`config.mk`:
```
export PLATFORM = sky130hd
export DESIGN_NAME = lsu_bus
export DESIGN_NICKNAME = d
export VERILOG_FILES = /design/src/rtl/lsu_pkg.sv /design/src/rtl/lsu_lane.sv /design/src/rtl/lsu_bus.sv
export SDC_FILE = /design/constraint.sdc
export NUM_CORES = 1
export LEC_CHECK = 0
export CAP_MARGIN = 25
export CORE_AREA = 2 2 129 106
export DETAILED_ROUTE_END_ITERATION = 7
export DIE_AREA = 0 0 131 108
export PLACE_DENSITY = 0.95
export SYNTH_ARGS = -nofsm -noshare
export SYNTH_HDL_FRONTEND = slang
export SYNTH_SLANG_ARGS = --single-unit
```
`constraint.sdc`:
```
create_clock -name clk_i -period 5.1 [get_ports clk_i]
set_input_delay 0.765 -clock clk_i [delete_from_list [all_inputs] [get_ports clk_i]]
set_output_delay 0.765 -clock clk_i [all_outputs]
set_load 0.05 [all_outputs]
```
`src/rtl/lsu_pkg.sv`:
```
// lsu_pkg: shared encodings for the load/store unit.
//   - HB_* access-size encodings carried on core_hb_i
//   - lsu_state_e FSM state enum
//   - region decode constants (REGION_SHIFT, ROM/RAM/UART indices)
//   - is_misaligned() helper used by the request decoder
package lsu_pkg;

  localparam logic [1:0] HB_BYTE = 2'b00;
  localparam logic [1:0] HB_HALF = 2'b01;
  localparam logic [1:0] HB_WORD = 2'b10;

  typedef enum logic [1:0] {
    ST_IDLE   = 2'd0,
    ST_ACCESS = 2'd1,
    ST_RESP   = 2'd2
  } lsu_state_e;

  localparam int REGION_SHIFT = 8;
  localparam int ROM_IDX      = 0;
  localparam int RAM_IDX      = 1;
  localparam int UART_IDX     = 2;

  // Halfwords must sit on even addresses, words on 4-byte boundaries.
  function automatic logic is_misaligned(input logic [1:0] hb, input logic [1:0] off);
    return ((hb == HB_HALF) && off[0]) || ((hb == HB_WORD) && (off != 2'b00));
  endfunction

endpackage

```
`src/rtl/lsu_lane.sv`:
```
// lsu_lane: combinational byte-lane steering for the load/store unit.
// Ports:
//   off, hb, uns  - byte offset, access size and zero-extend flag
//   st_data       - right-justified store data from the core
//   bus_wdata     - store data replicated across all lanes of that size
//   bus_be        - byte enables for the addressed lanes
//   ld_raw        - raw 32-bit word returned by the selected slave
//   ld_data       - addressed lanes shifted down and sign/zero extended
module lsu_lane
  import lsu_pkg::*;
(
  input  logic [1:0]  off,
  input  logic [1:0]  hb,
  input  logic        uns,
  input  logic [31:0] st_data,
  output logic [31:0] bus_wdata,
  output logic [3:0]  bus_be,
  input  logic [31:0] ld_raw,
  output logic [31:0] ld_data
);

  function automatic logic [31:0] ext_byte(input logic signed [7:0] v, input logic u);
    logic signed [31:0] s;
    s = v;
    return u ? {24'h0, v} : s;
  endfunction

  function automatic logic [31:0] ext_half(input logic signed [15:0] v, input logic u);
    logic signed [31:0] s;
    s = v;
    return u ? {16'h0, v} : s;
  endfunction

  always_comb begin
    bus_wdata = st_data;
    bus_be    = 4'b0000;
    ld_data   = ld_raw;
    case (hb)
      HB_BYTE: begin
        bus_wdata = {4{st_data[7:0]}};
        bus_be    = 4'b0001 << off;
        ld_data   = ext_byte(ld_raw[{off, 3'b000} +: 8], uns);
      end
      HB_HALF: begin
        bus_wdata = {2{st_data[15:0]}};
        bus_be    = 4'b0011 << off;
        ld_data   = ext_half(ld_raw[{off[1], 4'b0000} +: 16], uns);
      end
      HB_WORD: begin
        bus_wdata = st_data;
        bus_be    = 4'b1111;
        ld_data   = ld_raw;
      end
      default: ;
    endcase
  end

endmodule

```
`src/rtl/lsu_bus.sv`:
```
// lsu_bus: registered load/store unit between the core and the peripheral bus.
// Decodes the address into one of N_SLAVES 256-byte regions, runs a cs/ack
// handshake, steers byte lanes and reports misaligned, unmapped and (optionally)
// timed-out accesses as error responses.
// Optional feature: define LSU_TIMEOUT_EN to abort an access after
// TIMEOUT_CYCLES ACCESS cycles without an ack.
// Ports:
//   clk_i, rst_i                    - clock, synchronous active-high reset
//   core_req_i/core_ready_o         - request handshake (ready while idle)
//   core_addr_i/wdata_i/we_i/hb_i/uns_i - request fields
//   core_valid_o/err_o/rdata_o      - one-cycle response
//   bus_addr_o/wdata_o/we_o/be_o/cs_o - registered bus request
//   slv_rdata_i/slv_ack_i           - per-slave read data and acknowledge
module lsu_bus
  import lsu_pkg::*;
#(
  parameter int N_SLAVES       = 3,
  parameter int TIMEOUT_CYCLES = 16
) (
  input  logic                     clk_i,
  input  logic                     rst_i,
  input  logic                     core_req_i,
  output logic                     core_ready_o,
  input  logic [31:0]              core_addr_i,
  input  logic [31:0]              core_wdata_i,
  input  logic                     core_we_i,
  input  logic [1:0]               core_hb_i,
  input  logic                     core_uns_i,
  output logic                     core_valid_o,
  output logic                     core_err_o,
  output logic [31:0]              core_rdata_o,
  output logic [31:0]              bus_addr_o,
  output logic [31:0]              bus_wdata_o,
  output logic                     bus_we_o,
  output logic [3:0]               bus_be_o,
  output logic [N_SLAVES-1:0]      bus_cs_o,
  input  logic [32*N_SLAVES-1:0]   slv_rdata_i,
  input  logic [N_SLAVES-1:0]      slv_ack_i
);

  if (TIMEOUT_CYCLES < 1 || TIMEOUT_CYCLES > 255) begin : g_tmo_range
    $error("lsu_bus: TIMEOUT_CYCLES must be in 1..255");
  end

  localparam logic [8:0] N_SLV9 = 9'(N_SLAVES);

  lsu_state_e  state;
  logic [1:0]  off_q;
  logic [1:0]  hb_q;
  logic        uns_q;
  logic [7:0]  region_q;

  logic                req_err;
  logic [N_SLAVES-1:0] cs_dec;
  logic [31:0]         sel_rdata;
  logic                sel_ack;
  logic                tmo_hit;

  logic [1:0]  lane_off;
  logic [1:0]  lane_hb;
  logic        lane_uns;
  logic [31:0] lane_wdata;
  logic [3:0]  lane_be;
  logic [31:0] lane_ld;

  assign core_ready_o = (state == ST_IDLE);

  assign req_err = (core_hb_i == 2'b11)
                || is_misaligned(core_hb_i, core_addr_i[1:0])
                || (core_addr_i[31:16] != 16'h0)
                || ({1'b0, core_addr_i[15:8]} >= N_SLV9);

  always_comb begin
    cs_dec = '0;
    for (int i = 0; i < N_SLAVES; i++) begin
      if (core_addr_i[15:REGION_SHIFT] == 8'(i)) cs_dec[i] = 1'b1;
    end
  end

  // Only the selected slave's data and ack are ever looked at.
  always_comb begin
    sel_rdata = '0;
    sel_ack   = 1'b0;
    for (int i = 0; i < N_SLAVES; i++) begin
      if (region_q == 8'(i)) begin
        sel_rdata = slv_rdata_i[32*i +: 32];
        sel_ack   = slv_ack_i[i];
      end
    end
  end

  // The single lane instance steers the incoming request while idle (store
  // path) and the registered request afterwards (load path).
  always_comb begin
    lane_off = core_ready_o ? core_addr_i[1:0] : off_q;
    lane_hb  = core_ready_o ? core_hb_i        : hb_q;
    lane_uns = core_ready_o ? core_uns_i       : uns_q;
  end

  lsu_lane u_lane (
    .off       (lane_off),
    .hb        (lane_hb),
    .uns       (lane_uns),
    .st_data   (core_wdata_i),
    .bus_wdata (lane_wdata),
    .bus_be    (lane_be),
    .ld_raw    (sel_rdata),
    .ld_data   (lane_ld)
  );

`ifdef LSU_TIMEOUT_EN
  logic [7:0] tmo_cnt;

  assign tmo_hit = (tmo_cnt == 8'(TIMEOUT_CYCLES - 1));

  always_ff @(posedge clk_i) begin
    if (rst_i) begin
      tmo_cnt <= 8'h0;
    end else if (state == ST_ACCESS) begin
      tmo_cnt <= tmo_cnt + 8'h1;
    end else begin
      tmo_cnt <= 8'h0;
    end
  end
`else
  assign tmo_hit = 1'b0;
`endif

  always_ff @(posedge clk_i) begin
    if (rst_i) begin
      state        <= ST_IDLE;
      off_q        <= 2'b00;
      hb_q         <= 2'b00;
      uns_q        <= 1'b0;
      region_q     <= 8'h0;
      core_valid_o <= 1'b0;
      core_err_o   <= 1'b0;
      core_rdata_o <= 32'h0;
      bus_addr_o   <= 32'h0;
      bus_wdata_o  <= 32'h0;
      bus_we_o     <= 1'b0;
      bus_be_o     <= 4'h0;
      bus_cs_o     <= '0;
    end else begin
      case (state)
        ST_IDLE: begin
          core_valid_o <= 1'b0;
          core_err_o   <= 1'b0;
          if (core_req_i) begin
            off_q    <= core_addr_i[1:0];
            hb_q     <= core_hb_i;
            uns_q    <= core_uns_i;
            region_q <= core_addr_i[15:REGION_SHIFT];
            if (req_err) begin
              // Rejected requests never touch the bus.
              state        <= ST_RESP;
              core_valid_o <= 1'b1;
              core_err_o   <= 1'b1;
              core_rdata_o <= 32'h0;
            end else begin
              state       <= ST_ACCESS;
              bus_addr_o  <= {24'h0, core_addr_i[7:0]};
              bus_wdata_o <= lane_wdata;
              bus_we_o    <= core_we_i;
              bus_be_o    <= lane_be;
              bus_cs_o    <= cs_dec;
            end
          end
        end
        ST_ACCESS: begin
          // Ack wins over a timeout reached in the same cycle.
          if (sel_ack || tmo_hit) begin
            state        <= ST_RESP;
            core_valid_o <= 1'b1;
            core_err_o   <= !sel_ack;
            bus_addr_o   <= 32'h0;
            bus_wdata_o  <= 32'h0;
            bus_we_o     <= 1'b0;
            bus_be_o     <= 4'h0;
            bus_cs_o     <= '0;
            if (!sel_ack)      core_rdata_o <= 32'h0;
            else if (!bus_we_o) core_rdata_o <= lane_ld;
          end
        end
        ST_RESP: begin
          state        <= ST_IDLE;
          core_valid_o <= 1'b0;
          core_err_o   <= 1'b0;
        end
        default: state <= ST_IDLE;
      endcase
    end
  end

endmodule

```
Word-level counts from Yosys, hierarchy flattened. Cells that the tools add are included. Widths: inputs -> output; s select.

Flip-flop bits (word level): 121.

Shifts and indexed selects: 4. Equal/unequal tests: 16. $lt $le $gt $ge: 1. Reductions and logical operators: 20. Muxes and demuxes: 51.

Operator list (number): $mux 32 (14); $pmux 32 s2 (5); $shiftx 32x6->16 (1); $shiftx 32x6->8 (1); $eq 8x1->1 const B (2); $eq 8x2->1 const B (2); $logic_not 8->1 (2); $reduce_bool 16->1 (1); $mux 1 (14); $mux 4 (3); $pmux 4 s3 (1); $mux 2 (5); $mux 3 (3); $eq 2x2->1 const B (4); $ge 8x2->1 const B (1); $ne 2x2->1 const B (4); $pmux 4 s2 (1); $eq 2x1->1 const B (3); $pmux 1 s3 (2); $pmux 3 s2 (1); $reduce_and 2->1 (3); $reduce_and 5->1 (1); $logic_not 2->1 (2); $logic_or 1x1->1 (4); 10 further kinds (12).

Longest topological paths before layout. Gate-level depths: netlist of run 1.

Word-level depth: 10. Mapped depth: 12.

Cells and area by module. A second synthesis of run 1 with hierarchy kept.

Cell total of the unflattened synthesis: 768. Area total of the unflattened synthesis: 6441.2 um^2.

By module, submodules not included: lsu_bus (times used 1, area each 4937.2 um^2, seq. area each 1941.9 um^2, cells an instance 558); lsu_lane (times used 1, area each 1503.9 um^2, seq. area each 0.0 um^2, cells an instance 210).

Least setup slack after synthesis of run 1. No wires, ideal clock.

Path type: register -> register. From: register state[0]. To: register core_rdata_o[8]. Required time: 4983 ps. Setup time: 117 ps. Slack: 2387 ps. Arrival: 2596 ps. Buffers on the path: 2. Period minus slack after synthesis: 2713 ps. Stages on the path, launching flop included: 11. Path through: dfxtp_1 > inv_1 > ha_1 > buf_2 > nor3b_1 > or2_2 > clkbuf_1 > and3_1 > a32oi_1 > o211ai_1 > a22o_1.

Longest elaborated chain between the ends: 8. Elaborated cells on any way between the ends: 21. Classes of those cells: 6 x eq/ne; 2 x shift; 9 x mux; 4 x reduce/logical.

Ends and longest elaborated chain: from (decl) (RTL line lsu_bus.sv:47) `lsu_state_e state;`; from (signal assigned) (RTL line lsu_bus.sv:131) `state <= ST_IDLE;`; from (signal assigned) (RTL line lsu_bus.sv:156) `state <= ST_RESP;`; from (signal assigned) (RTL line lsu_bus.sv:161) `state <= ST_ACCESS;`; $logic_not 2->1 * (RTL line lsu_bus.sv:66) `assign core_ready_o = (state == ST_IDLE);`; via core_ready_o (RTL line lsu_bus.sv:23) `output logic core_ready_o,`; $mux 2 (RTL line lsu_bus.sv:95) `lane_off = core_ready_o ? core_addr_i[1:0] : off_q;`; $shiftx 32x6->16 / $shiftx 32x6->8 (equally long branches) (RTL line lsu_lane.sv:47, lsu_lane.sv:42); $mux 32, on equally long branches (RTL line lsu_lane.sv:31, lsu_lane.sv:25); $pmux 32 s2 (RTL line lsu_lane.sv:38) `case (hb)`; $mux 32 (RTL line lsu_bus.sv:182) `else if (!bus_we_o) core_rdata_o <= lane_ld;`; $mux 32 (RTL line lsu_bus.sv:172) `if (sel_ack || tmo_hit) begin`; $pmux 32 s2 (RTL line lsu_bus.sv:145) `case (state)`; to (signal assigned) (RTL line lsu_bus.sv:182); to (decl) (RTL line lsu_bus.sv:31) `output logic [31:0] core_rdata_o,`.

Mark *: on every way through the listed nets, which the timed path passes. The rest lies on a longest branch. The select of a mux whose other input is x is not followed. A chain may end at the register's enable or synchronous reset.

Final worst setup path of run 1.
From: register state[1]. To: register bus_wdata_o[25].

Longest elaborated chain between the ends: 7. Elaborated cells on any way between the ends: 14. Classes of those cells: 5 x eq/ne; 5 x mux; 4 x reduce/logical.

Ends and longest elaborated chain: $logic_not 2->1 (RTL line lsu_bus.sv:66, lsu_bus.sv:145); $mux 2 (RTL line lsu_bus.sv:96) `lane_hb = core_ready_o ? core_hb_i : hb_q;`; $eq 2x1->1 / $logic_not 2->1 (equally long branches) (RTL line lsu_lane.sv:38); $pmux 32 s2 (RTL line lsu_lane.sv:38); $mux 32 (RTL line lsu_bus.sv:154) `if (req_err) begin`; $mux 32 (RTL line lsu_bus.sv:149) `if (core_req_i) begin`; $pmux 32 s2 (RTL line lsu_bus.sv:145); to (signal assigned) (RTL line lsu_bus.sv:163) `bus_wdata_o <= lane_wdata;`; to (decl) (RTL line lsu_bus.sv:33) `output logic [31:0] bus_wdata_o,`.

Several ways; a longest one is shown, not always the timed one. The select of a mux whose other input is x is not followed.

==> impl_metrics.toml, run 1 <==
[global_route]
grt.overflow.total = 0
grt_pass1_wl_um = 31400
grt_max_degree = 41
grt_pass1_vias = 5942
grt.total_usage_pct = 28.8
antenna_found_initial = 1

[synth]
syn_inst = 661
synth_top_area_share_pct = 34.8
ys_ff_latch = 97
synth_ff_type = "dfxtp_1"
synthTopCellsByCount = "nand2_1, dfxtp_1, a22o_1"
synth.most_common_cell = "nand2_1"
ys_warn_count = 0
synth-seq-area-share_pct = 34.8
async_reset_ff_share_pct = 0
yosys.area.top_type = "dfxtp_1"
synth_edf_count = 0
ys_top_cells_by_area = "dfxtp_1, nand2_1, mux2i_1, a22o_1, a21oi_1"
syn-cell-area_um2 = 5570
ys_types = 66
syn_avg_cell_area_um2 = 8.43

[detailed_routing]
drt_iter0_markers = 515
vias = 6171
drc = 0
avgViaCountPerCell = 5.79
ant_nets = 0
firstDrtPassIters = 5
drt-total-wl_um = 21100
route.detailed.wl_per_inst_um = 19.8

[timing]
fmax_mhz = 269
finalHoldViolations = 0
setup-tns-final_ns = 0
skew_ns = 0.00674
worst_pin_slew_ns = 1.02
period_share_pct = 72.8
rsz0062_at_grt = "no"
setup_violations = 0
drv_slew = 0
relSlewSlack_pct = 32.2
period_minus_slack_ns = 3.71

[setup_path]
cp_cell_sequence = "inv_1 > ha_1 > nand2_1 > nor4_2 > o21ai_2 > nor2b_2 > buf_4 > a22o_1"
path_class = "reg2reg"
rr_endpoint = "bus_wdata_o[25]$_SDFFE_PP0P_"
r2r_slack_ns = 1.39
crit_start = "state[1]$_SDFFE_PP0P_"
arrival_ns = 3.95
crit_path_top_delay_cell = "ha_1"
cp-start-kind = "register"
r2r_cells = 8
crit_fanout = 28
cp.required_ns = 5.33
crit_path_end_kind = "register"
reg2reg_from = "state[1]$_SDFFE_PP0P_"
critPathMaxStageDelay_ns = 0.84

[cts]
tritoncts = "built"
cts_setup_buffers = 0
hold_buffers = 0
cts_buffers = 9
clock-sinks = 97
h-tree-depth = 3
clk_latency_ns = 0.34
ctsRootBufferMaster = "clkbuf_16"
cts_buffer_depth = 2
cts_resized = 0
clk_pin_slew_ns = 0.07

[min_path]
hp-class = "reg2reg"
hp-start = "core_rdata_o[0]$_SDFFE_PP0P_"
hold_depth = 2
worstHoldEndpoint = "core_rdata_o[0]$_SDFFE_PP0P_"

[final_layout]
register_area_um2 = 1940
instances_no_fill = 1065
nFillCells = 1046
drive_gt1_share_pct = 7.54
multiInputGateArea_um2 = 3290
num-nets-final = 1058
area_delta_synth_final_pct = 49.7

[power_and_ir_drop]
vdd_drop_max_uv = 185
power.density_nw_per_um2 = 238
p_leak_nw = 3.06

[placed_design]
dp.cells = 1049
globalplace.congestion = 0.960
numPortBuffers = 252
post-dp-hpwl_um = 16400

[floorplanning]
die_y_um = 108
die_w_um = 131
initial_core_util_pct = 43.8
num_rows = 37
dieArea_um2 = 14100
ios = 277
core_area_um2 = 12700

[job]
drv_cap = 0

[run_status]
status = "complete, no violations"
[cell usage in the layout (no fill, tap or decap), types with 3 or more instances in the layout]
cell type	instances
clkbuf_16	9
inv_6	3
mux2_2	12
or2_2	3
a22oi_1	9
a21oi_1	37
nand4_1	3
clkdlybuf4s50_1	252
o21ai_1	3
o21ai_2	12
nand3_1	4
o31ai_1	11
a211o_1	3
nor4_1	6
a21o_1	3
nor2_1	37
ha_1	3
a221o_1	4
nand2_1	101
o21ai_0	28
o32ai_1	5
mux2i_1	36
dfxtp_1	97
nand3b_1	14
buf_4	9
conb_1	24
a32o_1	5
nor3_1	15
a211oi_1	10
a22o_1	39
inv_1	7
nand2b_1	6
a221oi_1	6
o211ai_1	3
a31oi_1	10
and2_1	3
o2bb2ai_1	16
[sequential cells by signal, indices dropped and copies added, names as in the netlist]
signal        count
state             2
bus_be_o          4
region_q          8
core_err_o        1
core_rdata_o     32
uns_q             1
bus_we_o          1
bus_wdata_o      32
off_q             2
bus_cs_o          3
hb_q              2
core_valid_o      1
bus_addr_o        8
[worst max-delay path, delay by kind of cell (launching register included)]
| family | cells | cell delay (ns) |
|---|---|---|
| AO/OA/AOI/OAI | 2 | 0.65 |
| adder cells (fa/ha/maj) | 1 | 0.84 |
| buffers and inverters | 2 | 0.36 |
| flip-flops | 1 | 0.32 |
| AND/OR/NAND/NOR | 3 | 1.41 |
[through the flow]
step | worst slack [ns] | util [%] | instance area, um^2 | hold WS [ns] | power, mW
after floorplan | 2.39 | - | 5660 | 0.436 | 1.13
after global placement | 1.47 | 63.3 | 8060 | 0.428 | 1.33
after detailed placement | 1.32 | 63.4 | 8070 | 0.446 | 1.34
after CTS | 1.47 | 65.5 | 8340 | 0.461 | 1.99
after global routing | 1.15 | 65.6 | 8350 | 0.475 | 2.06
final | 1.39 | 65.6 | 8350 | 0.458 | 1.99
[per-layer routing]
metal  GRT usage, %  part of all wire [%]
met4           12.5                   4.2
met1           33.4                    37
met3           8.26                    12
met5              0                     0
met2           49.3                    47
[power breakdown]
part           leakage [nW]  internal [mW]  switching (mW)
Combinational          2.14          0.242           0.321
Clock                 0.137          0.348           0.306
Sequential            0.784          0.767         0.00702
[worst max path at each step]
| stage | end | slack [ns] | depth (start not counted) |
|---|---|---|---|
| final | bus_wdata_o[25]$_SDFFE_PP0P_ | 1.39 | 8 |
| after global routing | bus_wdata_o[25]$_SDFFE_PP0P_ | 1.15 | 8 |
| after CTS | bus_wdata_o[25]$_SDFFE_PP0P_ | 1.47 | 8 |
| after detailed placement | bus_wdata_o[25]$_SDFFE_PP0P_ | 1.32 | 8 |
| after global placement | bus_wdata_o[24]$_SDFFE_PP0P_ | 1.47 | 7 |
| after floorplan | core_rdata_o[8]$_SDFFE_PP0P_ | 2.39 | 10 |
[logic make-up after synthesis]
family	share of synthesized area [%]
adder cells (fa/ha/maj)	0.673
other	0.0673
AND/OR/NAND/NOR	18.7
buffers and inverters	7.83
flip-flops	34.8
AO/OA/AOI/OAI	28.8
multiplexers	9.07
[final cells by class]
class                      count  share of cell area, %
antenna                        1                 0.0300
clock buffer                  11                   2.91
clock inverter                 4                  0.420
inverter                       7                  0.315
multi-input combinational    509                   39.4
sequential                    97                   23.3
tap                          175                   2.62
timing repair buffer         261                   31.0
(Power assumes the default switching activity.)
==> inputs of run 2 (changes only) <==
--- a/config.mk
+++ b/config.mk
@@ -6,10 +6,10 @@
 export NUM_CORES = 1
 export LEC_CHECK = 0
 export CAP_MARGIN = 25
-export CORE_AREA = 2 2 129 106
+export CORE_AREA = 2 2 141 115
 export DETAILED_ROUTE_END_ITERATION = 7
-export DIE_AREA = 0 0 131 108
-export PLACE_DENSITY = 0.95
+export DIE_AREA = 0 0 143 117
+export PLACE_DENSITY = 0.88
 export SYNTH_ARGS = -nofsm -noshare
 export SYNTH_HDL_FRONTEND = slang
 export SYNTH_SLANG_ARGS = --single-unit
==> constraint.sdc (replaced) <==
create_clock -name clk_i -period 3.08 [get_ports clk_i]
set_input_delay 0.462 -clock clk_i [delete_from_list [all_inputs] [get_ports clk_i]]
set_output_delay 0.462 -clock clk_i [all_outputs]
set_load 0.05 [all_outputs]
==> run 2 against run 1 <==
Compared with the run above:
- first-iteration DRC count is 1.4% lower
- fmax is 32% higher
- clock skew is 0.0012 ns lower
- critical path depth is 1 higher
- via count is 1.5% lower
- register-to-register slack worse by 1.1 ns
- largest cell class unchanged
- combinational power is 70% higher
- sequential power is 65% higher
- total power is 72% higher
- core utilization is 10 points lower
- critical endpoint is now core_rdata_o[4]$_SDFFE_PP0P_
- critical path type unchanged
- die area is 18% higher
==> impl_metrics.toml, run 2 (same netlist as run 1, synthesis figures left out) <==
[global_route]
grt.busiest_layer = "met2"
grt_pass1_vias = 5845
use_met2_pct = 43.3
grt.overflow.total = 0
met3_usage_pct = 8.18
antenna_found_initial = 0
grtUsageMet1_pct = 30.5
grt_pass1_wl_um = 32500
grt_max_degree = 35
grt.total_usage_pct = 25.3

[cts]
clock-sinks = 97
tritoncts = "built"
clk_pin_slew_ns = 0.07
cts_buffer_depth = 2
hold_buffers = 0
cts_resized = 0
cts_buffers = 9
h-tree-depth = 3
ctsRootBufferMaster = "clkbuf_16"
cts_setup_buffers = 0
clk_latency_ns = 0.36

[final_layout]
num-nets-final = 1074
final_area_um2 = 8540
top_regs = "bus_wdata_o: 32 flops, core_rdata_o: 32 flops"
drive_gt1_share_pct = 9.17
layout_commonest_cell = "clkdlybuf4s50_1"
mostFrequentLayoutCells = "clkdlybuf4s50_1, nand2_1, dfxtp_1, a22o_1"
finish.utilization_pct = 55.3
diodes = 0
area_delta_synth_final_pct = 53.2
instances_no_fill = 1120

[placed_design]
globalplace.congestion = 0.891
post-place-ws_ns = 0.227
numPortBuffers = 252
post-dp-hpwl_um = 16700
dp.cells = 1105
place_area_um2 = 8250

[timing]
relSlewSlack_pct = 43.1
period_minus_slack_ns = 2.81
finalHoldViolations = 0
period_share_pct = 91.2
rsz0062_at_grt = "no"
holdWs_ns = 0.444
worst_pin_slew_ns = 0.841
drv_slew = 0
setup-tns-final_ns = 0
worst_slack_ns = 0.272
fmax_mhz = 356
skew_ns = 0.00555
setup_violations = 0

[detailed_routing]
avgViaCountPerCell = 5.43
route.detailed.wl_per_inst_um = 19.4
drc = 0
firstDrtPassIters = 5
drt-total-wl_um = 21700
drt_iter0_markers = 508
vias = 6080
ant_nets = 0

[setup_path]
crit_fanout = 19
reg2reg_from = "state[0]$_SDFFE_PP0P_"
arrival_ns = 3.11
cp-start-kind = "register"
crit_path_end_kind = "register"
cp.required_ns = 3.38
crit_start = "state[0]$_SDFFE_PP0P_"
path_class = "reg2reg"

[floorplanning]
initial_core_util_pct = 36.1
dieArea_um2 = 16700
core_area_um2 = 15400
die_w_um = 143
num_rows = 41
die_y_um = 117
ios = 277

[run_status]
status = "complete, no violations"

[min_path]
hp-class = "reg2reg"
hp-start = "core_rdata_o[7]$_SDFFE_PP0P_"

[power_and_ir_drop]
vdd_drop_max_uv = 275
p_leak_nw = 3.15
power.density_nw_per_um2 = 400
power.total_mw = 3.42

[job]
drv_cap = 0
-- run 2: worst paths after layout --
path              slack (ns)                            to  depth (start not counted)
hold / removal          0.44  core_rdata_o[7]$_SDFFE_PP0P_                          2
setup / recovery        0.27  core_rdata_o[4]$_SDFFE_PP0P_                          9
setup reg to reg        0.27  core_rdata_o[4]$_SDFFE_PP0P_                          9
hold reg to reg         0.44  core_rdata_o[7]$_SDFFE_PP0P_                          2
-- run 2: power breakdown --
| part | switching, mW | internal [mW] | leakage, nW | total, mW |
|---|---|---|---|---|
| combinational | 0.535 | 0.421 | 2.22 | 0.956 |
| sequential | 0.0143 | 1.27 | 0.784 | 1.28 |
| clock | 0.539 | 0.637 | 0.145 | 1.18 |
-- run 2: area by class of cell --
cell class                      count  area [um^2]
Clock inverter                      5         63.8
Clock buffer                       10          229
Tap cell                          215          269
Inverter                            7         26.3
Timing Repair Buffer              277         2720
Multi-Input combinational cell    509         3290
Fill cell                        1378         6900
Sequential cell                    97         1940
-- run 2: critical path, cell delays in order (launching register included) --
cell and delay, ns:
dfxtp_1 0.40, inv_1 0.07, ha_1 0.30, buf_4 0.26, nor3b_1 0.58, o21ai_1 0.17
nand2_1 0.38, o32ai_1 0.15, a211oi_1 0.29, a22o_1 0.17
-- run 2: metal layers --
| layer | part of all wire [%] | up-vias |
|---|---|---|
| li1 | - | 2889 |
| met1 | 41 | 2835 |
| met2 | 47 | 314 |
| met3 | 9.2 | 42 |
| met4 | 2.6 | 0 |
| met5 | 0 | - |
==> inputs of run 3 (changes only) <==
==> constraint.sdc (replaced) <==
create_clock -name clk_i -period 2.3 [get_ports clk_i]
set_input_delay 0.345 -clock clk_i [delete_from_list [all_inputs] [get_ports clk_i]]
set_output_delay 0.345 -clock clk_i [all_outputs]
set_load 0.05 [all_outputs]
==> run 3 against run 2 <==
Compared with the run above:
- worst hold slack improved by 0.0055 ns
- routed wire length increased by 1.6%
- via count increased by 4.0%
- sequential power increased by 34%
- count of clock-buffer cells in the layout unchanged
- critical path type unchanged
==> impl_metrics.toml, run 3 (same netlist as run 1, synthesis figures left out) <==
[run_status]
status = "complete, no violations"

[global_route]
antenna_found_initial = 0
grt_pass1_vias = 6181
grt_max_degree = 36
grt.total_usage_pct = 25.5
grt_pass1_wl_um = 32700
grt.overflow.total = 0

[detailed_routing]
drt-total-wl_um = 22100
firstDrtPassIters = 5
avgViaCountPerCell = 5.41
ant_nets = 0
vias = 6322
drt_iter0_markers = 390
route.detailed.wl_per_inst_um = 18.9
drc = 0

[power_and_ir_drop]
vdd_drop_max_uv = 408
power.density_nw_per_um2 = 518
p_leak_nw = 3.45
power.total_mw = 4.73

[final_layout]
top_regs = "bus_wdata_o: 32 flops, core_rdata_o: 32 flops"
layout_commonest_cell = "clkdlybuf4s50_1"
mostFrequentLayoutCells = "clkdlybuf4s50_1, nand2_1, dfxtp_1, buf_4, a22o_1"
finish.utilization_pct = 59.2
instances_no_fill = 1168
area_delta_synth_final_pct = 64.1
register_area_um2 = 1950
multiInputGateArea_um2 = 3420
drive_gt1_share_pct = 16.2
num-nets-final = 1122
nFillCells = 1340
final_area_um2 = 9150
diodes = 0

[placed_design]
numPortBuffers = 252
post-place-ws_ns = -0.298
dp.cells = 1145
globalplace.congestion = 0.937
post-dp-hpwl_um = 17200
place_area_um2 = 8710

[cts]
cts_buffers = 9
clk_pin_slew_ns = 0.07
tritoncts = "built"
hold_buffers = 0
ctsRootBufferMaster = "clkbuf_16"
cts_buffer_depth = 2
h-tree-depth = 3
clock-sinks = 97
clk_latency_ns = 0.36

[setup_path]
arrival_ns = 2.51
crit_path_end_kind = "register"
critPathMaxStageDelay_ns = 0.39
cp.required_ns = 2.55
crit_fanout = 7
cp-start-kind = "register"
path_common_cell = "buf_4"
cp_cell_sequence = "inv_2 > ha_4 > buf_4 > or3b_4 > a211oi_4 > buf_4 > o2bb2ai_1 > a211oi_1 > a22o_1"
path_class = "reg2reg"
crit_path_top_delay_cell = "or3b_4"

[timing]
setup_violations = 0
period_minus_slack_ns = 2.26
setup-tns-final_ns = 0
fmax_mhz = 442
skew_ns = 0.0117
relSlewSlack_pct = 62.5
holdWs_ns = 0.450
period_share_pct = 98.4
finalHoldViolations = 0
worst_pin_slew_ns = 0.561
drv_slew = 0
worst_slack_ns = 0.0362

[floorplanning]
num_rows = 41
core_area_um2 = 15400
dieArea_um2 = 16700
ios = 277
die_y_um = 117
initial_core_util_pct = 36.1
die_w_um = 143

[job]
drv_cap = 0

[min_path]
hp-class = "reg2reg"
## run 3: cell type report
| cell class | count | area share (%) |
|---|---|---|
| Tap cell | 215 | 2.94 |
| Sequential cell | 97 | 21.3 |
| Inverter | 7 | 0.287 |
| Clock inverter | 5 | 0.698 |
| Clock buffer | 10 | 2.50 |
| Timing Repair Buffer | 325 | 34.8 |
| Multi-Input combinational cell | 509 | 37.4 |
## run 3: critical path: cells and delay by family (launching register included)
family                     cells  cell delay, ns
AOI/OAI and AO/OA              4            0.82
adders and majority gates      1            0.19
buffers and inverters          3            0.38
DFF                            1            0.37
and+or+nand+nor                1            0.39
## run 3: worst paths after layout
path / from / end / slack (ns) / cells after the start
worst max-delay path: state[0]$_SDFFE_PP0P_ / core_rdata_o[2]$_SDFFE_PP0P_ / 0.04 / 9
worst min-delay path: core_rdata_o[7]$_SDFFE_PP0P_ / core_rdata_o[7]$_SDFFE_PP0P_ / 0.45 / 2
worst max register to register: state[0]$_SDFFE_PP0P_ / core_rdata_o[2]$_SDFFE_PP0P_ / 0.04 / 9
worst min register to register: core_rdata_o[7]$_SDFFE_PP0P_ / core_rdata_o[7]$_SDFFE_PP0P_ / 0.45 / 2
## run 3: layer usage
| layer | share of wire [%] | up-vias | track usage (%) |
|---|---|---|---|
| met3 | 9.6 | 60 | 8.06 |
| li1 | - | 2983 | - |
| met5 | 0 | - | 0 |
| met1 | 39 | 2926 | 28.2 |
| met2 | 48 | 353 | 45.6 |
| met4 | 3.4 | 0 | 11.0 |
## run 3: report_power, final
part / internal (mW) / switching [mW] / total [mW] / leakage (nW)
registers: 1.70 / 0.0206 / 1.72 / 0.785
clock network: 0.852 / 0.693 / 1.54 / 0.145
logic: 0.692 / 0.778 / 1.47 / 2.52
total: 3.24 / 1.49 / 4.73 / 3.45
## run 3: repair_timing
item | 4_1_cts | 5_1_grt
hold endpoints to repair | 0 | 0
buffers inserted | 4 | 4
setup endpoints to repair | 27 | 56
pin swaps | 3 | 9
resized for setup | 6 | 21
